==> src/rtl/adder_rr_sched.sv <==
// Round-robin scheduler sharing one registered adder among NUM_REQ requesters.
// Optional per-requester grant counters: define ADDER_RR_SCHED_STATS_EN.
module adder_rr_sched #(
   parameter  int NUM_REQ = 4,
   parameter  int DATA_W  = 4,
   parameter  int ADD_LAT = 1,
   localparam int RES_W   = DATA_W + 1,
   localparam int ID_W    = $clog2(NUM_REQ)
) (
   input  logic                      clk,
   input  logic                      reset,
   input  logic                      enable,
   input  logic [NUM_REQ-1:0]        req_valid,
   input  logic [NUM_REQ*DATA_W-1:0] req_a,
   input  logic [NUM_REQ*DATA_W-1:0] req_b,
   output logic [NUM_REQ-1:0]        req_ready,
   output logic [DATA_W-1:0]         add_a,
   output logic [DATA_W-1:0]         add_b,
   output logic                      add_valid,
   input  logic [RES_W-1:0]          add_c,
   output logic                      rsp_valid,
   output logic [ID_W-1:0]           rsp_id,
   output logic [RES_W-1:0]          rsp_c,
   output logic                      idle
`ifdef ADDER_RR_SCHED_STATS_EN
   ,
   output logic [NUM_REQ*16-1:0]     grant_cnt
`endif
);

   typedef enum logic [1:0] {ST_STOP, ST_RUN, ST_DRAIN} state_t;

   state_t                     state_q, state_d;
   logic [ID_W-1:0]            ptr_q, ptr_d;
   logic [DATA_W-1:0]          add_a_q, add_a_d;
   logic [DATA_W-1:0]          add_b_q, add_b_d;
   logic [ADD_LAT:0]           vld_pipe_q, vld_pipe_d;
   logic [ADD_LAT:0][ID_W-1:0] id_pipe_q, id_pipe_d;
   logic                       rsp_valid_q, rsp_valid_d;
   logic [ID_W-1:0]            rsp_id_q, rsp_id_d;
   logic [RES_W-1:0]           rsp_c_q, rsp_c_d;
   logic                       idle_q, idle_d;

   logic [NUM_REQ-1:0]         gnt;
   logic [ID_W-1:0]            gnt_id;
   logic                       xfer;
   logic                       in_flight;

   // Rotating priority: scan from ptr+1 upward, wrapping, first valid wins.
   always_comb begin
      int idx;
      gnt    = '0;
      gnt_id = '0;
      xfer   = 1'b0;
      idx    = 0;
      if (state_q == ST_RUN) begin
         for (int k = 1; k <= NUM_REQ; k++) begin
            idx = (int'(ptr_q) + k) % NUM_REQ;
            if (!xfer && req_valid[idx]) begin
               xfer     = 1'b1;
               gnt[idx] = 1'b1;
               gnt_id   = ID_W'(idx);
            end
         end
      end
   end

   assign req_ready = gnt;
   assign in_flight = (|vld_pipe_q) || rsp_valid_q;

   always_comb begin
      state_d = state_q;
      case (state_q)
         ST_STOP:  if (enable) state_d = ST_RUN;
         ST_RUN:   if (!enable) state_d = ST_DRAIN;
         ST_DRAIN: begin
            if (enable)          state_d = ST_RUN;
            else if (!in_flight) state_d = ST_STOP;
         end
         default:  state_d = ST_STOP;
      endcase

      ptr_d   = xfer ? gnt_id : ptr_q;
      add_a_d = xfer ? req_a[gnt_id*DATA_W +: DATA_W] : add_a_q;
      add_b_d = xfer ? req_b[gnt_id*DATA_W +: DATA_W] : add_b_q;

      // Stage j holds the op whose adder cycle was j cycles ago; stage 0 is add_valid.
      vld_pipe_d   = {vld_pipe_q[ADD_LAT-1:0], xfer};
      id_pipe_d[0] = gnt_id;
      for (int k = 1; k <= ADD_LAT; k++) id_pipe_d[k] = id_pipe_q[k-1];

      rsp_valid_d = vld_pipe_q[ADD_LAT];
      rsp_id_d    = vld_pipe_q[ADD_LAT] ? id_pipe_q[ADD_LAT] : rsp_id_q;
      rsp_c_d     = vld_pipe_q[ADD_LAT] ? add_c : rsp_c_q;

      idle_d = (state_q == ST_STOP) && !in_flight;
   end

   always_ff @(posedge clk) begin
      if (reset) begin
         state_q     <= ST_STOP;
         ptr_q       <= ID_W'(NUM_REQ - 1);
         add_a_q     <= '0;
         add_b_q     <= '0;
         vld_pipe_q  <= '0;
         id_pipe_q   <= '0;
         rsp_valid_q <= 1'b0;
         rsp_id_q    <= '0;
         rsp_c_q     <= '0;
         idle_q      <= 1'b1;
      end else begin
         state_q     <= state_d;
         ptr_q       <= ptr_d;
         add_a_q     <= add_a_d;
         add_b_q     <= add_b_d;
         vld_pipe_q  <= vld_pipe_d;
         id_pipe_q   <= id_pipe_d;
         rsp_valid_q <= rsp_valid_d;
         rsp_id_q    <= rsp_id_d;
         rsp_c_q     <= rsp_c_d;
         idle_q      <= idle_d;
      end
   end

   assign add_a     = add_a_q;
   assign add_b     = add_b_q;
   assign add_valid = vld_pipe_q[0];
   assign rsp_valid = rsp_valid_q;
   assign rsp_id    = rsp_id_q;
   assign rsp_c     = rsp_c_q;
   assign idle      = idle_q;

`ifdef ADDER_RR_SCHED_STATS_EN
   logic [NUM_REQ-1:0][15:0] cnt_q, cnt_d;

   // Saturating per-requester transfer counters.
   always_comb begin
      cnt_d = cnt_q;
      for (int i = 0; i < NUM_REQ; i++) begin
         if (gnt[i] && cnt_q[i] != 16'hFFFF) cnt_d[i] = cnt_q[i] + 16'd1;
      end
   end

   always_ff @(posedge clk) begin
      if (reset) cnt_q <= '0;
      else       cnt_q <= cnt_d;
   end

   assign grant_cnt = cnt_q;
`endif

endmodule

==> config.mk <==
export PLATFORM = sky130hd
export DESIGN_NAME = adder_rr_sched
export DESIGN_NICKNAME = d
export VERILOG_FILES = /design/src/rtl/adder_rr_sched.sv
export SDC_FILE = /design/constraint.sdc
export NUM_CORES = 1
export LEC_CHECK = 0
export CAP_MARGIN = 25
export CORE_MARGIN = 1.5
export CORE_UTILIZATION = 30
export DETAILED_ROUTE_END_ITERATION = 12
export SKIP_LAST_GASP = 1
export SLEW_MARGIN = 20
export SYNTH_ARGS = -nofsm -noshare
export SYNTH_HDL_FRONTEND = slang
export SYNTH_SLANG_ARGS = --single-unit
export TNS_END_PERCENT = 1
==> constraint.sdc <==
create_clock -name clk -period 5.9 [get_ports clk]
set_input_delay 1.18 -clock clk [delete_from_list [all_inputs] [get_ports clk]]
set_output_delay 1.18 -clock clk [all_outputs]
set_load 0.03 [all_outputs]
==> results of run 1 <==
per-layer routing:
metal / vias to the layer above / GRT usage, %
li1: 730 / -
met1: 649 / 16.9
met2: 67 / 19.3
met3: 5 / 4.53
met4: 0 / 2.50
met5: - / 0
state kept, by name, indices dropped and copies added (netlist names):
| name | count |
|---|---|
| id_pipe_d | 2 |
| state_q | 2 |
| rsp_c | 5 |
| add_b | 4 |
| vld_pipe_q | 2 |
| ptr_q | 2 |
| rsp_id | 2 |
| id_pipe_q | 2 |
| idle | 1 |
| add_a | 4 |
| rsp_valid | 1 |
power groups by stage:
stage / logic [W] / registers, W / clock network, W
global placement: 0.000132 / 0.000203 / 0
floorplan: 0.0000789 / 0.000209 / 0
finish: 0.000131 / 0.000199 / 0.000106
detailed placement: 0.000132 / 0.000203 / 0
global route: 0.000142 / 0.000201 / 0.000118
CTS: 0.000132 / 0.000199 / 0.000111
synthesized netlist by cell type, drive strengths merged:
master,number,area [um2]
a2111o,1,11.3
a211o,2,17.5
a211oi,2,15.0
a21o,2,16.3
a21oi,6,30.0
a222oi,4,40.0
a22o,8,70.1
a31oi,2,12.5
and2,1,6.26
and2b,2,17.5
and3b,1,10.0
buf,10,88.8
clkbuf,4,26.3
dfxtp,27,541
ha,8,100
inv,3,11.3
mux2,2,22.5
mux2i,34,340
mux4,3,71.3
nand2,5,18.8
nand2b,1,6.26
nand3,1,5.00
nand3b,1,7.51
nand4,2,12.5
nor2,13,48.8
nor2b,5,31.3
nor3,2,10.0
nor3b,2,15.0
nor4,1,12.5
nor4b,1,8.76
nor4bb,2,20.0
o21ai,3,15.0
o41ai,2,17.5
or3,1,6.26
or3b,1,8.76
cells in the final DEF, fill, tap and decap left out:
cell type / Yosys / routed
sky130_fd_sc_hd__clkdlybuf4s50_1: 0 / 65
sky130_fd_sc_hd__mux2i_1: 34 / 34
sky130_fd_sc_hd__dfxtp_1: 27 / 27
sky130_fd_sc_hd__nor2_1: 13 / 13
sky130_fd_sc_hd__a22o_1: 8 / 8
sky130_fd_sc_hd__ha_1: 8 / 8
sky130_fd_sc_hd__a21oi_1: 6 / 6
sky130_fd_sc_hd__nand2_1: 5 / 5
sky130_fd_sc_hd__nor2b_1: 5 / 5
sky130_fd_sc_hd__a222oi_1: 4 / 4
sky130_fd_sc_hd__inv_1: 3 / 3
sky130_fd_sc_hd__o21ai_0: 3 / 3
sky130_fd_sc_hd__clkbuf_8: 1 / 3
sky130_fd_sc_hd__mux4_2: 2 / 2
sky130_fd_sc_hd__nor3b_1: 2 / 2
sky130_fd_sc_hd__and2b_2: 2 / 2
sky130_fd_sc_hd__nand4_1: 2 / 2
sky130_fd_sc_hd__nor4bb_1: 2 / 2
sky130_fd_sc_hd__o41ai_1: 2 / 2
sky130_fd_sc_hd__mux2_2: 2 / 2
sky130_fd_sc_hd__a211oi_1: 2 / 2
sky130_fd_sc_hd__a31oi_1: 2 / 2
sky130_fd_sc_hd__nor3_1: 2 / 2
sky130_fd_sc_hd__a211o_1: 2 / 2
sky130_fd_sc_hd__mux4_1: 1 / 1
sky130_fd_sc_hd__nor4b_1: 1 / 1
sky130_fd_sc_hd__or3b_1: 1 / 1
sky130_fd_sc_hd__or3_1: 1 / 1
sky130_fd_sc_hd__a21o_2: 1 / 1
sky130_fd_sc_hd__nand2b_1: 1 / 1
sky130_fd_sc_hd__a2111o_1: 1 / 1
sky130_fd_sc_hd__nand3_1: 1 / 1
sky130_fd_sc_hd__nand3b_1: 1 / 1
sky130_fd_sc_hd__nor4_2: 1 / 1
sky130_fd_sc_hd__and3b_2: 1 / 1
sky130_fd_sc_hd__and2_1: 1 / 1
sky130_fd_sc_hd__a21o_1: 1 / 1
sky130_fd_sc_hd__clkinvlp_4: 0 / 1
sky130_fd_sc_hd__buf_4: 3 / 1
cell type report:
class | count | area, um2 | share of cell area (%)
Multi-Input combinational cell | 121 | 1020 | 43.2
Sequential cell | 27 | 541 | 22.8
Clock inverter | 1 | 7.51 | 0.316
Clock buffer | 3 | 41.3 | 1.74
Inverter | 3 | 11.3 | 0.474
Timing Repair Buffer | 66 | 658 | 27.7
Tap cell | 72 | 90.1 | 3.80
through the flow:
stage | worst slack (ns) | utilization, % | instances
after floorplan | 1.90 | - | 165
after global placement | 0.862 | 42.5 | 289
after detailed placement | 0.881 | 42.5 | 289
after CTS | 0.876 | 43.4 | 293
after global routing | 0.629 | 43.4 | 293
final | 0.821 | 43.4 | 293
logic make-up after synthesis:
kind of cell    synth area share [%]
mux                             25.7
flops                           32.0
simple gates                    14.5
buf+inv                         7.47
compound gates                  14.5
fa+ha+maj                       5.92
worst paths after layout:
path         cells past startpoint  slack [ns]      endpoint
max                              6        0.82  req_ready[1]
min                              1        0.44  id_pipe_q[2]
max reg2reg                      8        2.43      add_b[0]
min reg2reg                      1        0.44  id_pipe_q[2]
==> Implementation_results.wiki, run 1 <==
{| class="wikitable"
! Metric !! Value
|-
| Run status || complete, no violations
|-
| Highest metal layer with signal wires || met4
|-
| Final design instance area without fill || 2370 um2
|-
| Part of the power in registers || 45.6%
|-
| Count of max-cap constraint violations || 0
|-
| Length of routed wiring on met1 || 1760 um
|-
| Antenna Violating Nets Remaining || 0
|-
| Average instance area after synthesis || 10.3 um2
|-
| Number of global-route vias before repair || 1379
|-
| Leakage component of the power || 0.846 nW
|-
| Fraction of layout cells with a size suffix above 1 || under 10%
|-
| Leftover overflow at the end of global routing || 0
|-
| Post-CTS setup-driven buffer insertion count || 0
|-
| Measured slew at the worst slew-check pin || 0.974 ns
|-
| Io pins || 66
|-
| Worst min-delay path category || reg -> reg
|-
| Count of unique library cells instantiated by Yosys || 41
|-
| Post-placement cell area || 2320 um2
|-
| H-tree depth || 1
|-
| Width of the chip || a little under 80 um
|-
| Startpoint of the worst setup timing path || req_valid[3]
|-
| Number of hold violations in the final report || 0
|-
| Maximum frequency from static timing analysis || 197 MHz
|-
| Clock sink count || 27
|-
| Number of vias in the routed layout || 1451
|-
| Final routed wire length divided by cell count || 12.4 um
|-
| Number of placement rows || 27
|-
| Worst Path Required || 4.72 ns
|-
| Number of setup violations in the final report || 0
|-
| Arrival @ worst endpoint || around 4 ns
|-
| Total of fill cells in the finished design || 562
|-
| Syn-to-layout area delta || 40.3%
|-
| Proportion of synthesized chip area in sequential cells || between 30% and 40%
|-
| Cell Int Power || just over 0.0003 W
|-
| Wire length on met2 || 1530 um
|-
| Overall fraction of global-route tracks in use || 12.5%
|-
| Sort of element at the start of the critical path || input port
|-
| Post-detail-place hpwl || 2710 um
|-
| Synthesized instance count || 165
|-
| Final antenna diode count || 0
|-
| Clock network latency to the later pin of the worst-skew pair || 0.27 ns
|-
| Clock Skews || 0.00666 ns
|-
| DRC viols || 0
|-
| Maximum ir drop on the vdd rail || between 0.1 and 0.15 mV
|-
| RSZ-0062 raised after global routing || no
|-
| Slew Limit Headroom || 34.9%
|-
| Layout Nets || roughly 270
|-
| Hold_ws || 0.436 ns
|-
| Syn nets || 217
|-
| Clock buffer depth || 2
|-
| Launching point of the worst reg2reg path || ptr_q[0]
|-
| Total Power Consumption || 0.000436 W
|-
| Net switching power || 0.000126 W
|-
| Wire length on met3 || 328 um
|-
| TritonCTS Buffers || 3
|-
| Initial DRC Count || 156
|-
| Wire length of the first global-routing pass || 6270 um
|-
| Comb pwr share || 30.0%
|-
| Root Buffer || sky130_fd_sc_hd__clkbuf_8
|-
| Switching power share of the total || 29.0%
|-
| Routability-driven placement congestion ratio || between 0.8 and 0.9
|-
| Slowest-stage cell, CP || sky130_fd_sc_hd__clkdlybuf4s50_1
|-
| Clock tree from TritonCTS || built
|-
| Total of cells resized after clock tree synthesis || 0
|-
| Final total negative setup slack || 0 ns
|-
| Max Slew Vio Count || 0
|-
| Initial Utilization || between 30% and 40%
|-
| Most repeated library cell on the critical path || sky130_fd_sc_hd__clkdlybuf4s50_1
|-
| Standard cell core area || 5470 um2
|-
| Antenna violations before repair || 0
|-
| Cell Pwr Density || 184 nW/um2
|-
| Maximum number of pins on one net before global-route repair || 20
|-
| Syn Std Cell Area || roughly 1700 um2
|-
| Family with the most delay on the worst path || buffers and inverters
|-
| Die span in y || 78.1 um
|-
| Startpoint of the worst hold path || id_pipe_d[2]
|-
| Critical Path End Type || output pin
|-
| First-pass iteration count of the detailed router || 6
|-
| Clock edge transition at the registers on the reported setup and hold paths || 0.10 ns
|-
| Yosys warning total || 0
|-
| Detailed-route wire length || 3640 um
|-
| Type of the setup path with the least slack || in -> out
|-
| Number of storage elements in the synthesis netlist || 27
|-
| Post-cts hold buffer count || 0
|-
| Largest fanout of any net on the critical path || 14
|-
| CP Buf/Inv Count || 2
|-
| Count of input and output buffers || 65
|-
| Vias per std cell || around 5.0
|-
| Clock power share || 24.3%
|-
| Overall die area || 6100 um2
|-
| Worst path max stage delay || 0.68 ns
|-
| Time the final worst path needs with I/O delays and setup || 5.08 ns
|-
| Crit share post-route || a little under nine tenths
|-
| Worst path cell trace || clkdlybuf4s50_1 -> mux4_2 -> nor3b_1 -> a222oi_1 -> a21oi_1 -> clkdlybuf4s50_1
|}
Note: power is estimated with default switching activity, not from simulation.
==> inputs of run 2 (changes only) <==
- CORE_MARGIN: 1.5 -> unset
- CTS_BUF_LIST: unset -> sky130_fd_sc_hd__clkbuf_8
- REMOVE_ABC_BUFFERS: unset -> 1
==> run 2 against run 1 <==
Against the previous run: flip-flop and latch count is the same; first-iteration DRC count shrank 64%; fmax grew 0.11%; worst setup slack gained 0.0058 ns; critical path depth is the same; clock-buffer cell count is the same; combinational power is essentially flat; cell count shrank 0.34%; routed wire length shrank 2.1%.
==> Implementation_results.wiki, run 2 (synthesis gave the netlist of run 1 again) <==
{| class="wikitable"
! Metric !! Value
|-
| Launching point of the worst reg2reg path || ptr_q[1]
|-
| Flop2flop setup slack || 2.49 ns (+0.06 ns)
|-
| Area of all sequential standard cells || 541 um2 (unchanged)
|-
| Maximum frequency from static timing analysis || 197 MHz (+0.11%)
|-
| Number of setup violations in the final report || 0 (unchanged)
|-
| Count of max-cap constraint violations || 0 (unchanged)
|-
| Worst path cell trace || clkdlybuf4s50_1 -> mux4_2 -> nor3b_1 -> a222oi_1 -> a21oi_1 -> clkdlybuf4s50_1
|-
| Final antenna diode count || 0 (unchanged)
|-
| Total of fill cells in the finished design || 537 (-4.4%)
|-
| Fraction of layout cells with a size suffix above 1 || 6.76% (+0.42 points)
|-
| Clock buffer depth || 2 (unchanged)
|-
| Die span in y || 77.1 um (-1.3%)
|-
| Count of input and output buffers || 65 (unchanged)
|-
| Antenna violations before repair || 0 (unchanged)
|-
| Post-CTS setup-driven buffer insertion count || 0 (unchanged)
|-
| Wire length of the first global-routing pass || 5800 um (-7.4%)
|-
| Clock network latency to the later pin of the worst-skew pair || 0.27 ns (about the same)
|-
| Combined area of the multi-input logic cells || 1020 um2 (unchanged)
|-
| Pre-CTS setup slack || 0.868 ns (-0.0130 ns)
|-
| H-tree depth || 1 (unchanged)
|-
| Measured slew at the worst slew-check pin || 0.993 ns (+0.0189 ns)
|-
| Worst Hold Depth || 1 (unchanged)
|-
| Largest fanout of any net on the critical path || 14 (unchanged)
|-
| Leakage component of the power || 0.850 nW (+0.52%)
|-
| Family with the most delay on the worst path || buffers and inverters
|-
| Reg-to-Reg End || add_b[0]
|-
| Critical Path End Type || output pin
|-
| Antenna Violating Nets Remaining || 0 (unchanged)
|-
| Sort of element at the start of the critical path || input port
|-
| Clock edge transition at the registers on the reported setup and hold paths || 0.09 ns (about the same)
|-
| Routability-driven placement congestion ratio || 0.796 (-2.8%)
|-
| Slowest-stage cell, CP || sky130_fd_sc_hd__clkdlybuf4s50_1
|-
| Maximum ir drop on the vdd rail || 0.0937 mV (-16%)
|-
| Overall die area || 5940 um2 (-2.5%)
|-
| Hold Path Sink || id_pipe_q[2]
|-
| Io pins || 66 (unchanged)
|-
| RSZ-0062 raised after global routing || no
|-
| Number of flip-flops under the largest register name || 5 (unchanged)
|-
| Run status || complete, no violations
|-
| Clock tree from TritonCTS || built
|-
| Most repeated library cell on the critical path || sky130_fd_sc_hd__clkdlybuf4s50_1
|-
| Slew Limit Headroom || 33.6% (-1.3 points)
|-
| Root Buffer || sky130_fd_sc_hd__clkbuf_8
|-
| Maximum number of pins on one net before global-route repair || 20 (unchanged)
|-
| Number of placement rows || 26 (-3.7%)
|-
| TritonCTS Buffers || 3 (unchanged)
|-
| Cell Pwr Density || 182 nW/um2 (-0.76%)
|-
| Standard cell core area || 5270 um2 (-3.7%)
|-
| Most frequent cells in the layout || sky130_fd_sc_hd__clkdlybuf4s50_1, sky130_fd_sc_hd__mux2i_1, sky130_fd_sc_hd__dfxtp_1
|-
| Final total negative setup slack || 0 ns (unchanged)
|-
| Crit share post-route || 86.0% (-0.098 points)
|-
| Overall fraction of global-route tracks in use || 11.9% (-0.69 points)
|-
| Most frequent standard cell in the layout excluding fill and tap cells || sky130_fd_sc_hd__clkdlybuf4s50_1
|-
| Number of global-route vias before repair || 1282 (-7.0%)
|-
| Leftover overflow at the end of global routing || 0 (unchanged)
|-
| Worst Path Required || 4.72 ns (about the same)
|-
| Startpoint of the worst hold path || id_pipe_d[2]
|-
| First-pass iteration count of the detailed router || 5 (-1)
|-
| CP Buf/Inv Count || 2 (unchanged)
|-
| DRC viols || 0 (unchanged)
|-
| Number of vias in the routed layout || 1443 (-0.55%)
|-
| Layout Nets || 275 (+0.36%)
|-
| Time the final worst path needs with I/O delays and setup || 5.07 ns (-0.00581 ns)
|-
| Total of cells resized after clock tree synthesis || 0 (unchanged)
|-
| Clock sink count || 27 (unchanged)
|-
| Final routed wire length divided by cell count || 12.2 um (-1.7%)
|-
| Width of the chip || 77.1 um (-1.3%)
|-
| Vias per std cell || 4.94 (-0.21%)
|-
| Final Worst Setup Slack || 0.827 ns (+0.00581 ns)
|-
| Number of hold violations in the final report || 0 (unchanged)
|-
| Initial DRC Count || 56 (-64%)
|-
| Clock Skews || 0.000474 ns (-0.00619 ns)
|-
| Detailed-route wire length || 3570 um (-2.1%)
|-
| Worst min-delay path category || reg -> reg
|-
| Max Slew Vio Count || 0 (unchanged)
|-
| Worst path max stage delay || 0.68 ns (about the same)
|-
| Post-detail-place hpwl || 2590 um (-4.4%)
|-
| Post-cts hold buffer count || 0 (unchanged)
|-
| Total stage count of the critical path || 6 (unchanged)
|-
| Type of the setup path with the least slack || in -> out
|-
| Syn-to-layout area delta || 40.6%
|-
| Initial Utilization || 32.1% (+1.2 points)
|-
| Arrival @ worst endpoint || 3.89 ns (about the same)
|-
| Logic depth of the worst register-to-register path || 8 (unchanged)
|}
-- run 2: worst register-to-register path: stages, from the launching register on --
cell and delay (ns):
sky130_fd_sc_hd__dfxtp_1 0.64, sky130_fd_sc_hd__inv_1 0.24, sky130_fd_sc_hd__ha_1 0.51, sky130_fd_sc_hd__mux2i_1 0.12, sky130_fd_sc_hd__a2111o_1 0.44, sky130_fd_sc_hd__nand3_1 0.75, sky130_fd_sc_hd__mux2i_1 0.29, sky130_fd_sc_hd__mux2i_1 0.11
sky130_fd_sc_hd__a22o_1 0.23
-- run 2: power breakdown --
| part | switching (W) | internal, W | total, W |
|---|---|---|---|
| sequential | 0.00000650 | 0.000190 | 0.000196 |
| combinational | 0.0000613 | 0.0000729 | 0.000134 |
| clock | 0.0000555 | 0.0000478 | 0.000103 |
| total | 0.000123 | 0.000310 | 0.000434 |
-- run 2: worst max path at each step --
stage,start,endpoint,slack [ns]
floorplan,ptr_q[0],req_ready[0],1.91
global placement,req_valid[2],req_ready[3],0.87
detailed placement,req_valid[2],req_ready[1],0.87
CTS,req_valid[2],req_ready[1],0.86
global route,req_valid[3],req_ready[0],0.61
finish,req_valid[3],req_ready[1],0.83
-- run 2: area by class of cell --
cell class / count / area share (%)
well taps: 70 / 3.68
repair buffers: 67 / 28.0
flip-flops and latches: 27 / 22.7
multi-input cells: 121 / 43.1
clock inverters: 1 / 0.316
clock buffers: 3 / 1.74
inverters: 3 / 0.473
-- run 2: through the flow --
stage	std cells	total power, W	hold slack [ns]	area, um2	util [%]
6_report	292	0.000434	0.446	2380	45.1
5_1_grt	292	0.000461	0.450	2380	45.1
4_1_cts	292	0.000440	0.445	2380	45.1
3_5_place_dp	288	0.000335	0.429	2330	44.2
3_3_place_gp	288	0.000335	0.424	2330	44.2
2_1_floorplan	151	0.000275	0.414	1580	-
-- run 2: layer usage --
| layer | up-vias | global-route usage (%) | wire, um |
|---|---|---|---|
| li1 | 731 | - | - |
| met1 | 659 | 15.2 | 1650 |
| met2 | 51 | 19.5 | 1630 |
| met3 | 2 | 4.52 | 273 |
| met4 | 0 | 1.13 | 11 |
| met5 | - | 0 | 0 |
==> inputs of run 3 (changes only) <==
- SETUP_SLACK_MARGIN: unset -> 0.5
==> results of run 3 <==
Same layout as run 2: the final DEF is identical, and so are final timing and power.
